===== config.mk =====
export PLATFORM = sky130hd
export DESIGN_NAME = if_fetch_unit
export DESIGN_NICKNAME = d
export VERILOG_FILES = /design/src/rtl/riscv_pkg.sv /design/src/rtl/fetch_fifo.sv /design/src/rtl/if_fetch_unit.sv
export SDC_FILE = /design/constraint.sdc
export NUM_CORES = 1
export LEC_CHECK = 0
export ABC_AREA = 1
export ABC_CLOCK_PERIOD_IN_PS = 8700
export BUFFER_PORTS_ARGS = -buffer_cell sky130_fd_sc_hd__buf_2
export CORE_AREA = 2 2 119 236
export CTS_BUF_LIST = sky130_fd_sc_hd__clkbuf_16
export DETAILED_ROUTE_END_ITERATION = 8
export DIE_AREA = 0 0 121 238
export HOLD_SLACK_MARGIN = 0.15
export PLACE_DENSITY = 0.71
export SYNTH_ARGS = -nofsm -noshare
export SYNTH_HDL_FRONTEND = slang
export SYNTH_HIERARCHICAL = 1
export SYNTH_SLANG_ARGS = --single-unit

===== constraint.sdc =====
create_clock -name clk -period 8.7 [get_ports clk]
set_input_delay 2.175 -clock clk [delete_from_list [all_inputs] [get_ports clk]]
set_output_delay 2.175 -clock clk [all_outputs]
set_load 0.02 [all_outputs]

===== src/rtl/riscv_pkg.sv =====
// Shared definitions for the 5-stage RISC-V pipeline front end.
// Holds datapath widths, the PC step and the fetch buffer entry format.
package riscv_pkg;
    localparam int XLEN    = 32;
    localparam int INSTR_W = 32;

    localparam logic [XLEN-1:0] PC_STEP          = 32'd4;
    localparam logic [XLEN-1:0] DEFAULT_RESET_PC = 32'h0000_0000;

    typedef struct packed {
        logic [INSTR_W-1:0] instr;
        logic [XLEN-1:0]    pc4;
    } fetch_entry_t;

    function automatic logic [XLEN-1:0] align_word(input logic [XLEN-1:0] a);
        return {a[XLEN-1:2], 2'b00};
    endfunction
endpackage


===== src/rtl/fetch_fifo.sv =====
// Small synchronous FIFO with flush, used for the fetch output buffer and the
// in-flight address queue. Head is read combinationally (show-ahead).
module fetch_fifo #(
    parameter int WIDTH = 32,
    parameter int DEPTH = 2,
    localparam int AW   = (DEPTH > 1) ? $clog2(DEPTH) : 1,
    localparam int CW   = $clog2(DEPTH + 1)
) (
    input  logic             clk,
    input  logic             reset,
    input  logic             flush,
    input  logic             push,
    input  logic [WIDTH-1:0] push_data,
    input  logic             pop,
    output logic [WIDTH-1:0] head,
    output logic [CW-1:0]    count,
    output logic             full,
    output logic             empty
);
    logic [WIDTH-1:0] mem [DEPTH];
    logic [AW-1:0]    rd_ptr;
    logic [AW-1:0]    wr_ptr;
    logic             do_push;
    logic             do_pop;

    function automatic logic [AW-1:0] nxt(input logic [AW-1:0] p);
        return (p == AW'(DEPTH - 1)) ? '0 : p + AW'(1);
    endfunction

    assign full    = (count == CW'(DEPTH));
    assign empty   = (count == '0);
    assign do_pop  = pop && !empty;
    // A push into a full FIFO is accepted when the head leaves the same cycle.
    assign do_push = push && (!full || do_pop);
    assign head    = mem[rd_ptr];

    always_ff @(posedge clk) begin
        if (reset || flush) begin
            rd_ptr <= '0;
            wr_ptr <= '0;
            count  <= '0;
        end else begin
            if (do_push) wr_ptr <= nxt(wr_ptr);
            if (do_pop)  rd_ptr <= nxt(rd_ptr);
            count <= count + CW'(do_push) - CW'(do_pop);
        end
    end

    always_ff @(posedge clk) begin
        if (do_push && !flush && !reset) mem[wr_ptr] <= push_data;
    end
endmodule


===== src/rtl/if_fetch_unit.sv =====
// Instruction fetch stage: owns the PC, issues IMEM word requests, drops
// responses made stale by redirects and buffers words toward IF/ID.
module if_fetch_unit
    import riscv_pkg::*;
#(
    parameter logic [31:0] RESET_PC        = DEFAULT_RESET_PC,
    parameter int          FIFO_DEPTH      = 2,
    parameter int          MAX_OUTSTANDING = 2
) (
    input  logic        clk,
    input  logic        reset,
    input  logic        redirect_valid,
    input  logic [31:0] redirect_pc,
    output logic        imem_req,
    output logic [31:0] imem_addr,
    input  logic        imem_gnt,
    input  logic        imem_rvalid,
    input  logic [31:0] imem_rdata,
    output logic        if_valid,
    input  logic        id_ready,
    output logic [31:0] instr_if,
    output logic [31:0] pc_plus4
);
    localparam int OW  = $clog2(MAX_OUTSTANDING + 1);
    localparam int FCW = $clog2(FIFO_DEPTH + 1);

    logic [XLEN-1:0] pc;
    logic [OW-1:0]   outstanding;
    logic [OW-1:0]   drop_cnt;
    fetch_entry_t    held;

    logic            grant;
    logic            issue_ok;
    logic            live_rsp;
    logic            pop_out;
    fetch_entry_t    push_entry;
    fetch_entry_t    fifo_head;
    logic [FCW-1:0]  fifo_count;
    logic            fifo_full;
    logic            fifo_empty;
    logic [XLEN-1:0] aq_head;
    logic [OW-1:0]   aq_count;
    logic            aq_full;
    logic            aq_empty;

    // The address queue holds exactly the live (non-dropped) in-flight requests,
    // so aq_count equals outstanding - drop_cnt. Reserving FIFO space for each
    // of them up front means a response never has to be refused.
    assign issue_ok = (outstanding < OW'(MAX_OUTSTANDING)) && !aq_full && !fifo_full &&
                      (32'(aq_count) + 32'(fifo_count) < 32'(FIFO_DEPTH));
    assign imem_req  = !reset && !redirect_valid && issue_ok;
    assign imem_addr = pc;
    assign grant     = imem_req && imem_gnt;

    assign live_rsp   = imem_rvalid && (drop_cnt == '0) && !redirect_valid && !aq_empty;
    assign push_entry = '{instr: imem_rdata, pc4: aq_head + PC_STEP};
    assign pop_out    = if_valid && id_ready && !redirect_valid;

    assign if_valid = !fifo_empty;
    assign instr_if = fifo_empty ? held.instr : fifo_head.instr;
    assign pc_plus4 = fifo_empty ? held.pc4   : fifo_head.pc4;

    fetch_fifo #(
        .WIDTH (XLEN),
        .DEPTH (MAX_OUTSTANDING)
    ) u_addr_q (
        .clk       (clk),
        .reset     (reset),
        .flush     (redirect_valid),
        .push      (grant),
        .push_data (pc),
        .pop       (live_rsp),
        .head      (aq_head),
        .count     (aq_count),
        .full      (aq_full),
        .empty     (aq_empty)
    );

    fetch_fifo #(
        .WIDTH ($bits(fetch_entry_t)),
        .DEPTH (FIFO_DEPTH)
    ) u_out_q (
        .clk       (clk),
        .reset     (reset),
        .flush     (redirect_valid),
        .push      (live_rsp),
        .push_data (push_entry),
        .pop       (pop_out),
        .head      (fifo_head),
        .count     (fifo_count),
        .full      (fifo_full),
        .empty     (fifo_empty)
    );

    always_ff @(posedge clk) begin
        if (reset) begin
            pc          <= RESET_PC;
            outstanding <= '0;
            drop_cnt    <= '0;
            held        <= '0;
        end else begin
            if (redirect_valid) begin
                pc       <= align_word(redirect_pc);
                drop_cnt <= outstanding - OW'(imem_rvalid);
            end else begin
                if (grant) pc <= pc + PC_STEP;
                if (imem_rvalid && drop_cnt != '0) drop_cnt <= drop_cnt - OW'(1);
            end
            outstanding <= outstanding + OW'(grant) - OW'(imem_rvalid);
            // Outputs keep showing the last head once the buffer drains or flushes.
            if (!fifo_empty) held <= fifo_head;
        end
    end

    a_out_max: assert property (@(posedge clk) disable iff (reset)
        outstanding <= OW'(MAX_OUTSTANDING));
    a_drop_le: assert property (@(posedge clk) disable iff (reset)
        drop_cnt <= outstanding);
    a_rsp_req: assert property (@(posedge clk) disable iff (reset)
        imem_rvalid |-> outstanding != '0);
endmodule


# Yosys cells after proc, flatten, opt, wreduce, memory -nomap -nowiden
# Memories as Yosys holds them, arrays and structs flattened. A register that Yosys moved wholly into a read port is not among the register bits.
# Cells that the tools add are included.
# op_classes
add_sub_neg,15
n_reduce_logical,36
div_mod_pow,0
n_mux,18
mul,0
n_bitwise,0
shifts,0
n_eq_ne,2
magnitude_cmp,2
# op_table
op,n
two-way mux 32 bit,4
"adder 32 x 3 -> 32 bit, second input constant",2
logical AND 1 bit,20
two-way mux 1 bit,12
subtractor 2 x 1 -> 2 bit,4
adder 2 x 1 -> 2 bit,3
logical NOT 1 bit,6
logical NOT 2 bit,3
nonzero test 2 bit,3
"adder 1 bit, second input constant",4
"equality test 2 bit, second input constant",2
two-way mux 2 bit,2
adder 2 x 2 -> 3 bit,1
logical OR 1 bit,3
"less-than comparator 3 x 2 -> 1 bit, second input constant",1
"less-than comparator 2 bit, second input constant",1
OR reduction 2 bit,1
"subtractor 2 x 1 -> 2 bit, second input constant",1
# word_totals
register_bits,108
ramBits,192
in_bits,70
wordCells,87
n_memories,2
mem_bits_ro,0
latch_bits,0
out_inout_bits,98
# memory_table
name,depth,word_bits,rd,rd_ports_with_merged_regs,wr,line,text
u_out_q.mem,2,64,1,1,1,fetch_fifo.sv:20,logic [WIDTH-1:0] mem [DEPTH];
u_addr_q.mem,2,32,1,1,1,fetch_fifo.sv:20,

# Longest topological paths before layout
# Gate-level depths: netlist (run 1).
# logic_depth
word_depth,12
ltp_mapped,19
depth_no_buf,18

# Cells and area by module
# The synthesis (run 1) kept the hierarchy.
# modules_own_cells
mod,instances,area_per_inst_um2,cells_each,seq_area_each_um2
if_fetch_unit,1,5626.6,883,1961.9
fetch_fifo at u_out_q,1,5195.0,245,3943.8
fetch_fifo at u_addr_q,1,2746.4,146,2021.9

# Worst setup path before layout (run 1)
# Ideal clock, no wire load.
# synth_path
path_type,input-to-reg
from,input port redirect_valid
to,memory u_out_q/mem[1][0] (netlist bit) (enable)
t_arrival_ns,5.772
setup_time_ns,0.487
setup_slack_ns,2.441
cell_stages,5
n_path_buf,2
required_time_ns,8.213
path_cell_list,buf_2 > clkbuf_1 > nor3_1 > o21ai_1 > nor2_1
# synth_via
elab_cells_between_ends,11
classes_between,2 x mux; 9 x reduce/logical
# synth_rtl
element,line,text
start: declaration,if_fetch_unit.sv:12,"input logic redirect_valid,"
logical NOT 1 bit,if_fetch_unit.sv:55,assign live_rsp = imem_rvalid && (drop_cnt == '0) && !redirect_valid && !aq_empty;
logical AND 1 bit (2 in a row),if_fetch_unit.sv:55,
via live_rsp,if_fetch_unit.sv:34,logic live_rsp;
logical AND 1 bit,fetch_fifo.sv:34,assign do_push = push && (!full || do_pop);
logical AND 1 bit (2 in a row),fetch_fifo.sv:50,if (do_push && !flush && !reset) mem[wr_ptr] <= push_data;
two-way mux 1 bit,fetch_fifo.sv:50,
two-way mux 1 bit (not written as such),fetch_fifo.sv:50,
end: declaration,fetch_fifo.sv:20,
# The timed path passes the listed nets, and every way through them passes these cells.

# Final worst setup path (run 1)
# layout_path
from,input port redirect_valid
to,output port imem_req
# layout_via
elab_chain_cells,3
# layout_rtl
element,line,text
logical NOT 1 bit,if_fetch_unit.sv:51,assign imem_req = !reset && !redirect_valid && issue_ok;
logical AND 1 bit (2 in a row),if_fetch_unit.sv:51,
end: declaration,if_fetch_unit.sv:14,"output logic imem_req,"
# No other way between the ends.

==> flow_metrics.tcl, run 1 <==
set metrics [dict create \
    status "finished clean" \
    cts_tree "built" \
    hold_class "reg -> reg" \
    critPathMaxFanout 31 \
    h-tree-depth 1 \
    first_pass_iters 5 \
    start_kind "input pin" \
    grt-ovfl-total 0 \
    num_vias 9081 \
    dieHeight_um 238 \
    routedWlPerCell_um 15.4 \
    viasPerCell 5.05 \
    first_iter_violations 405 \
    slew-limit-headroom_pct 27.6 \
    diodes 0 \
    yosysTopAreaCell "edfxtp_1" \
    leakagePower_nw 6.49 \
    die_w_um 121 \
    ys_warn_count 6 \
    grt_pass1_vias 9069 \
    ctsResizeCount 0 \
    root_buffer "clkbuf_16" \
    setup_violations 0 \
    grt_max_degree 91 \
    yosysTopAreaCellShare_pct 42.5 \
    drive_above_1_share_pct 24.2 \
    path_clk_slew_ns 0.07 \
    r2r_cells 10 \
    dieArea_um2 28800 \
    area_delta_synth_final_pct 14.6 \
    min_period_over_period_pct 61.0 \
    rsz0062_at_grt "false" \
    finalNonFillerCells 1800 \
    grt_pass1_wl_um 43500 \
    maxCapViolations 0 \
    fmaxAchievable_ghz 0.188 \
    cp.arrival_ns 3.13 \
    dp_cells 1752 \
    cp-end-kind "output pin" \
    fin_crit_ns 5.31 \
    path_class "in -> out" \
    place_congestion 0.920 \
    ys_types 40 \
    yosysSeqAreaShare_pct 58.4 \
    ys.flop_type "edfxtp_1" \
    netlist_instances 1274 \
    r2r_end "u_out_q/mem[0][20]" \
    r2r_slack_ns 5.84 \
    cts-buffers-inserted 26 \
    synth.area.top_cells "edfxtp_1, dfxtp_1, nand2_1, mux2_4, a21oi_1" \
    async_flop_share_pct 0 \
    drc 0 \
    hold_violations 0 \
    rows 85 \
    portBuffers 163 \
    postRouteAntennaNets 0 \
    postCtsSetupBuffers 0 \
    setup_tns_ns 0 \
    ir_drop_mv 0.147 \
    io_pins 168 \
    nets 1511 \
    hold_buffers 0 \
    grt_use_total_pct 19.0 \
    coreArea_um2 26900 \
    ys_ff_latch 300 \
    clkSinkCount 300 \
    avgSynthCellArea_um2 10.6 \
    clock_skew_ns 0.0156 \
    clockBufferDepth 3 \
    wirelength_um 27700 \
    crit_path_end "imem_req" \
    tightestPinTransition_ns 1.09 \
    power.density_nw_per_um2 192 \
    maxSlewViolCount 0 \
    clock_latency_ns 0.54 \
    worstPathRequired_ns 6.53 \
    antenna_found_initial 0 \
    syn_area_um2 13600 \
    critPathLaunch "redirect_valid" \
    fin_hold_ws_ns 0.467 \
    synth_edf_count 192 \
    initial_utilization_pct 50.4 \
    dp_hpwl_um 18900 \
]
[through the flow]
| stage | power (W) | setup slack (ns) | util [%] | area (um^2) |
|---|---|---|---|---|
| global placement | 0.00168 | 3.40 | 54.1 | 14500 |
| floorplan | 0.00164 | 2.44 | - | 13600 |
| finish | 0.00298 | 3.39 | 57.8 | 15600 |
| CTS | 0.00302 | 3.38 | 57.8 | 15600 |
| detailed placement | 0.00169 | 3.38 | 54.1 | 14500 |
| global route | 0.00308 | 3.33 | 57.8 | 15600 |
[placed cells by master, fill, tap and decap left out, drive strengths merged]
master	synthesis	routed
clkbuf	21	29
nor3	17	17
a21oi	88	88
clkinvlp	0	2
xnor2	18	18
conb	1	6
a31oi	2	2
or2	1	1
dfxtp	108	108
o31ai	1	1
and2	2	2
nand3b	1	1
xor2	25	25
buf	26	172
fa	1	1
o21ai	22	22
nand2	389	389
edfxtp	192	192
clkinv	1	7
ha	8	8
mux2	96	96
bufinv	0	7
inv	101	105
a22oi	2	2
nor2	97	97
nand4	8	8
nand3	46	46
[sequential cells by signal, indices dropped and copies added, names as in the netlist, named ones only]
register	count
drop_cnt	2
held	64
imem_addr	30
outstanding	2
u_addr_q/count	2
u_addr_q/mem	64
u_addr_q/rd_ptr	1
u_addr_q/wr_ptr	1
u_out_q/count	2
u_out_q/mem	128
u_out_q/rd_ptr	1
u_out_q/wr_ptr	1
[cell usage after synthesis, types with 3 or more instances]
master / instances
nor3_1: 15
ha_1: 8
clkbuf_1: 21
buf_4: 3
xnor2_1: 18
mux2_4: 90
nand3_1: 45
o21ai_0: 19
nand2_1: 380
buf_6: 6
buf_12: 9
buf_1: 6
dfxtp_1: 108
nand4_1: 8
edfxtp_1: 192
xor2_1: 25
nor2_1: 78
a21oi_1: 88
mux2_2: 6
inv_1: 100
nor2_4: 10
nor2_2: 9
nand2_2: 7
[critical path: stages]
cell and delay (ns):
buf_2 0.47, nor2_1 0.08, nand2_1 0.19, nor2_4 0.06, buf_2 0.16
[layout make-up]
cell class              instances  area (um^2)
fillers                      2282        11400
inverters                     102          383
flip-flops and latches        300         7930
clock buffers                  29          726
well taps                     348          435
clock inverters                19          280
multi-input cells             830         4910
repair buffers                172          886
[cell families (layout without fill, tap and decap cells)]
family,count (synthesis),count (layout),synth area share (%)
flip-flops,300,300,58.4
multiplexers,96,96,10.5
AND/OR/NAND/NOR,561,561,17.4
AO/OA/AOI/OAI,115,115,4.34
XOR/XNOR,43,43,2.78
buffers and inverters,149,322,5.63
other,1,6,0.0276
adder cells (fa/ha/maj),9,9,0.885
[worst min-delay path by stage]
stage,slack (ns),to,depth (start not counted),startpoint
after floorplan,0.44,held[41],2,held[41]
after global placement,0.45,held[41],2,held[41]
after detailed placement,0.46,held[41],2,held[41]
after CTS,0.47,held[41],2,held[41]
after global routing,0.49,held[17],2,held[17]
final,0.47,held[41],2,held[41]
[where the power goes]
part	total [W]	internal [W]	switching (W)
Clock	0.00133	0.000811	0.000516
Combinational	0.000115	0.0000417	0.0000735
Sequential	0.00154	0.00152	0.0000192
[layer usage]
metal  track usage, %  part of all wire [%]  vias to the layer above
met2             38.5                    57                      227
li1                 -                     -                     4535
met5                0                     0                        -
met4             10.8                   5.4                        0
met3             2.39                   3.8                       82
met1             17.3                    34                     4237
(Power assumes the default switching activity.)
==> run 2: changes to the inputs <==
--- a/config.mk
+++ b/config.mk
@@ -5,15 +5,15 @@
 export SDC_FILE = /design/constraint.sdc
 export NUM_CORES = 1
 export LEC_CHECK = 0
-export ABC_AREA = 1
-export ABC_CLOCK_PERIOD_IN_PS = 8700
+export ABC_AREA = 0
+export ABC_CLOCK_PERIOD_IN_PS = 4650
 export BUFFER_PORTS_ARGS = -buffer_cell sky130_fd_sc_hd__buf_2
-export CORE_AREA = 2 2 119 236
+export CORE_AREA = 2 2 114 227
 export CTS_BUF_LIST = sky130_fd_sc_hd__clkbuf_16
 export DETAILED_ROUTE_END_ITERATION = 8
-export DIE_AREA = 0 0 121 238
+export DIE_AREA = 0 0 116 229
 export HOLD_SLACK_MARGIN = 0.15
-export PLACE_DENSITY = 0.71
+export PLACE_DENSITY = 0.74
 export SYNTH_ARGS = -nofsm -noshare
 export SYNTH_HDL_FRONTEND = slang
 export SYNTH_HIERARCHICAL = 1
==> constraint.sdc (replaced) <==
create_clock -name clk -period 4.65 [get_ports clk]
set_input_delay 1.1625 -clock clk [delete_from_list [all_inputs] [get_ports clk]]
set_output_delay 1.1625 -clock clk [all_outputs]
set_load 0.02 [all_outputs]
==> run 2 against run 1 <==
First-iteration DRC count is 8.9% lower. Largest power group unchanged. Non-clock buffer count grew 5. Critical path type is now reg -> out. Highest routed layer unchanged. Global-route usage shrank 1.1 points. Via count down 17%. Utilization increased by 0.93 points. Sequential share of layout area increased by 3.4 points. Critical path depth stayed put. Clock-buffer cell count fell by 2. Register-to-register slack worse by 4.6 ns.
==> flow_metrics.tcl, run 2 <==
set metrics [dict create \
    fin_crit_ns 3.71 \
    synth.area.top_cells "edfxtp_1, dfxtp_1, mux2_2, nor2b_1, xnor2_1" \
    yosysTopAreaCellShare_pct 46.2 \
    setup_tns_ns 0 \
    syn_area_um2 12500 \
    grt-ovfl-total 0 \
    worstHoldStart "u_out_q/wr_ptr" \
    r2r_cells 8 \
    synth_compound_area_share_pct 3.53 \
    antenna_found_initial 1 \
    clkPwrFrac_pct 40.4 \
    postCtsSetupBuffers 0 \
    power_w 0.00518 \
    dp_cells 1389 \
    drive_above_1_share_pct 35.9 \
    root_buffer "clkbuf_16" \
    maxSlewViolCount 0 \
    ys_types 58 \
    finalNonFillerCells 1438 \
    power.internal_w 0.00409 \
    dieHeight_um 229 \
    critPathLaunch "u_out_q/count[0]" \
    portBuffers 163 \
    avgSynthCellArea_um2 13.7 \
    place_area_um2 13700 \
    netlist_instances 911 \
    largest_reg_flops 128 \
    cts-buffers-inserted 26 \
    path_class "reg -> out" \
    synthAdderAreaFrac_pct 0.962 \
    worstPathRequired_ns 3.49 \
    die_w_um 116 \
    io_pins 168 \
    p_seq_share_pct 55.8 \
    synth_edf_count 192 \
    slew-limit-headroom_pct 40.0 \
    final_common_cell "edfxtp_1" \
    nets 1160 \
    ys_warn_count 6 \
    yosysSeqAreaShare_pct 63.5 \
    synthMostInstantiatedCell "edfxtp_1" \
    status "finished clean" \
    cp-end-kind "output pin" \
    routedWlPerCell_um 16.5 \
    swShare_pct 21.0 \
    critPathMaxFanout 7 \
    clockBufferDepth 3 \
    ys.flop_type "edfxtp_1" \
    clock_latency_ns 0.53 \
    cp_cell_sequence "and2_1 > fa_1 > or4_4 > nor4_1 > buf_2" \
    cpMaxStageDelayCell "or4_4" \
    ys_ff_latch 300 \
    fmaxAchievable_ghz 0.269 \
    whs_endpoint "u_out_q/wr_ptr" \
    yosysTopAreaCell "edfxtp_1" \
    grt_pass1_wl_um 38300 \
    top_regs "u_out_q/mem x128, held x64, u_addr_q/mem x64" \
    synth_xor_area_share_pct 3.02 \
    rsz0062_at_grt "false" \
    num_vias 7559 \
    synth_top_family_by_area "multiplexers" \
    grt_use_total_pct 18.0 \
    synthMuxAreaShare_pct 15.2 \
    cp.arrival_ns 2.55 \
    ir_drop_mv 0.478 \
    r2r_end "u_addr_q/mem[1][24]" \
    dieArea_um2 26600 \
    rows 82 \
    power_frac_comb_pct 3.8 \
    clkSinkCount 300 \
    wirelength_um 23800 \
    switchingPower_w 0.00108 \
    hold_class "reg -> reg" \
    maxCapViolations 0 \
    hold_depth 2 \
    synth-simple-area-share_pct 11.8 \
    hold_buffers 0 \
    coreArea_um2 24800 \
    first_iter_violations 369 \
    path_clk_slew_ns 0.07 \
    initial_utilization_pct 50.3 \
    min_period_over_period_pct 79.8 \
    viasPerCell 5.26 \
    h-tree-depth 1 \
    r2r_slack_ns 1.20 \
    place_congestion 0.887 \
    critical-path-max-stage-delay_ns 0.58 \
    postRouteAntennaNets 0 \
    dp_hpwl_um 15500 \
    clock_skew_ns 0.00850 \
    grt_max_degree 65 \
    top_register "u_out_q/mem" \
    final_cell_mix "edfxtp_1, buf_2, mux2_2" \
    grt_pass1_vias 7756 \
    tightestPinTransition_ns 0.901 \
    setup_violations 0 \
    fillers 2040 \
    cts_tree "built" \
    async_flop_share_pct 0 \
    area_delta_synth_final_pct 16.8 \
    fin_area_um2 14600 \
    start_kind "register" \
    hold_violations 0 \
    timing.rr.start "u_out_q/count[0]" \
    multi_input_area_um2 4390 \
    drc 0 \
    first_pass_iters 4 \
    register_area_um2 7930 \
    ys_top_cells_by_count "edfxtp_1, mux2_2, dfxtp_1" \
    ctsResizeCount 0 \
    power.density_nw_per_um2 355 \
    leakagePower_nw 5.59 \
]
## run 2: changes by cell type after synthesis, sizes merged, moves of 10 or more
cell / change
a21oi: -75
and3: +13
inv: -86
mux2: +69
nand2: -343
nand3: -15
nor2: -56
nor2b: +67
or3: +10
## run 2: cell families after synthesis
group,after synthesis
xor+xnor,43
other cells,1
compound gates,68
fa+ha+maj,9
mux,168
simple gates,267
buf+inv,55
flops,300
## run 2: how the worst max path moves through the flow
stage | end | slack [ns] | cells after the start
after global routing | imem_req | 0.80 | 5
final | imem_req | 0.94 | 5
after detailed placement | u_addr_q/mem[1][24] | 0.94 | 7
after global placement | u_addr_q/mem[1][21] | 0.99 | 7
after CTS | imem_req | 0.89 | 5
after floorplan | u_out_q/mem[1][0] | 0.008 | 6
## run 2: per-layer routing
metal  global-route usage [%]  routed length [um]
met1                     22.0                9770
met3                     2.88                1330
met2                     31.7               12000
met4                     6.10                 626
met5                        0                   0
## run 2: cell type report
class	instances	share of cell area, %
sequential	300	54.4
antenna	1	0.0172
clock inverter	21	1.06
tap	336	2.88
clock buffer	27	4.63
multi-input combinational	561	30.1
inverter	15	0.403
timing repair buffer	177	6.50
## run 2: critical path: cells and delay by family, from the launching register on
family        cells  cell delay [ns]
simple gates      3             0.94
flops             1             0.47
fa+ha+maj         1             0.42
buf+inv           1             0.21
## run 2: power groups by stage
stage,logic (W),registers (W),clock network [W]
detailed placement,0.000198,0.00294,0
finish,0.000199,0.00289,0.00209
global placement,0.000191,0.00294,0
floorplan,0.000102,0.00295,0
CTS,0.000200,0.00289,0.00214
global route,0.000219,0.00289,0.00224
## run 2: metrics by stage
stage	setup slack [ns]	utilization (%)	hold WS (ns)
floorplan	0.00839	-	0.448
global placement	0.992	55.4	0.456
detailed placement	0.942	55.4	0.476
CTS	0.889	58.7	0.485
global route	0.805	58.7	0.520
finish	0.938	58.7	0.483
==> run 3: changes to the inputs <==
--- a/config.mk
+++ b/config.mk
@@ -6,14 +6,14 @@
 export NUM_CORES = 1
 export LEC_CHECK = 0
 export ABC_AREA = 0
-export ABC_CLOCK_PERIOD_IN_PS = 4650
+export ABC_CLOCK_PERIOD_IN_PS = 3900
 export BUFFER_PORTS_ARGS = -buffer_cell sky130_fd_sc_hd__buf_2
 export CORE_AREA = 2 2 114 227
 export CTS_BUF_LIST = sky130_fd_sc_hd__clkbuf_16
 export DETAILED_ROUTE_END_ITERATION = 8
 export DIE_AREA = 0 0 116 229
 export HOLD_SLACK_MARGIN = 0.15
-export PLACE_DENSITY = 0.74
+export PLACE_DENSITY = 0.71
 export SYNTH_ARGS = -nofsm -noshare
 export SYNTH_HDL_FRONTEND = slang
 export SYNTH_HIERARCHICAL = 1
==> constraint.sdc (replaced) <==
create_clock -name clk -period 3.9 [get_ports clk]
set_input_delay 0.975 -clock clk [delete_from_list [all_inputs] [get_ports clk]]
set_output_delay 0.975 -clock clk [all_outputs]
set_load 0.02 [all_outputs]
==> run 3 against run 2 <==
Clock-buffer cell count did not move. Via count grew 0.91%. First-iteration DRC count is 18% higher. Highest routed layer unchanged.
==> flow_metrics.tcl, run 3 (synthesis results as in run 2) <==
set metrics [dict create \
    maxSlewViolCount 0 \
    die_w_um 116 \
    place_congestion 0.856 \
    cts_tree "built" \
    start_kind "register" \
    dp_cells 1390 \
    place_area_um2 13800 \
    initial_utilization_pct 50.3 \
    hold_buffers 0 \
    power_w 0.00607 \
    dieArea_um2 26600 \
    clock_latency_ns 0.53 \
    grt-ovfl-total 0 \
    largest_reg_flops 128 \
    tightestPinTransition_ns 0.970 \
    grt_pass1_wl_um 37800 \
    coreArea_um2 24800 \
    antenna_found_initial 0 \
    dieHeight_um 229 \
    fillers 2098 \
    wirelength_um 23700 \
    r2r_end "u_addr_q/mem[1][27]" \
    critical-path-max-stage-delay_ns 0.57 \
    hold_class "reg -> reg" \
    setup_violations 0 \
    clkSinkCount 300 \
    cts-buffers-inserted 26 \
    postRouteAntennaNets 0 \
    fmaxAchievable_ghz 0.279 \
    maxCapViolations 0 \
    nets 1161 \
    io_pins 168 \
    clock_skew_ns 0.0102 \
    top_regs "u_out_q/mem x128, held x64, u_addr_q/mem x64" \
    status "finished clean" \
    r2r_cells 8 \
    drive_above_1_share_pct 35.8 \
    final_common_cell "edfxtp_1" \
    routedWlPerCell_um 16.5 \
    rows 82 \
    timing.rr.start "u_out_q/count[0]" \
    worstPathRequired_ns 2.92 \
    path_clk_slew_ns 0.07 \
    grt_use_total_pct 17.7 \
    ctsResizeCount 0 \
    drc 0 \
    first_pass_iters 5 \
    h-tree-depth 1 \
    critPathMaxFanout 7 \
    leakagePower_nw 5.58 \
    top_register "u_out_q/mem" \
    rsz0062_at_grt "false" \
    hold_depth 2 \
    finish.utilization_pct 58.7 \
    worstHoldStart "u_out_q/wr_ptr" \
    whs_endpoint "u_out_q/wr_ptr" \
    grt_pass1_vias 7641 \
    cp.arrival_ns 2.61 \
    viasPerCell 5.30 \
    cp-end-kind "output pin" \
    min_period_over_period_pct 91.9 \
    power.density_nw_per_um2 416 \
    dp_hpwl_um 15500 \
    critPathLaunch "u_out_q/count[0]" \
    root_buffer "clkbuf_16" \
    clockBufferDepth 3 \
    cpMaxStageDelayCell "or4_4" \
    num_vias 7628 \
    ir_drop_mv 0.342 \
    first_iter_violations 435 \
    fin_crit_ns 3.58 \
    fin_area_um2 14600 \
    hold_violations 0 \
    cp_cell_sequence "and2_1 > fa_1 > or4_4 > nor4_1 > buf_2" \
    postCtsSetupBuffers 0 \
    diodes 0 \
    finalNonFillerCells 1438 \
    final_cell_mix "edfxtp_1, buf_2, mux2_2" \
    r2r_slack_ns 0.39 \
    portBuffers 163 \
    grt_max_degree 80 \
    path_class "reg -> out" \
    slew-limit-headroom_pct 35.3 \
    area_delta_synth_final_pct 16.8 \
]
run 3: routing by layer:
layer | vias to the layer above | global-route usage [%] | wire length [um] | share of wire [%]
met5 | - | 0 | 0 | 0
met4 | 0 | 5.77 | 583 | 2.5
met3 | 35 | 2.41 | 1200 | 5.1
met2 | 232 | 31.3 | 12100 | 51
met1 | 3682 | 22.1 | 9770 | 41
li1 | 3679 | - | - | -
run 3: power breakdown:
part | switching (W) | total, W | internal [W] | leakage, nW
Clock | 0.00107 | 0.00239 | 0.00131 | 0.412
Sequential | 0.0000482 | 0.00344 | 0.00340 | 2.62
Combinational | 0.000142 | 0.000235 | 0.0000931 | 2.55
Total | 0.00126 | 0.00607 | 0.00480 | 5.58
run 3: layout make-up:
type	instances	area [um^2]	share of cell area, %
Clock buffer	27	676	4.63
Timing Repair Buffer	178	981	6.73
Clock inverter	21	116	0.798
Sequential cell	300	7930	54.4
Inverter	15	58.8	0.403
Tap cell	336	420	2.88
Multi-Input combinational cell	561	4400	30.2
run 3: worst max-delay path: cells and delay by family, from the launching register on:
family	cells	cell delay, ns
flops	1	0.46
buf+inv	1	0.22
fa+ha+maj	1	0.43
simple gates	3	0.97
run 3: metrics by stage:
step	hold slack (ns)	setup slack [ns]	setup TNS, ns
after floorplan	0.448	-0.471	-30.13
after global placement	0.455	0.430	0
after detailed placement	0.477	0.378	0
after CTS	0.485	0.287	0
after global routing	0.531	0.193	0
final	0.486	0.316	0
run 3: how the worst max path moves through the flow:
stage / to / slack (ns) / cells past startpoint
2_1_floorplan: u_out_q/mem[1][0] / -0.47 / 4
3_3_place_gp: u_addr_q/mem[1][29] / 0.43 / 7
3_5_place_dp: u_addr_q/mem[1][26] / 0.38 / 7
5_1_grt: imem_req / 0.19 / 5
6_report: imem_req / 0.32 / 5
4_1_cts: imem_req / 0.29 / 5
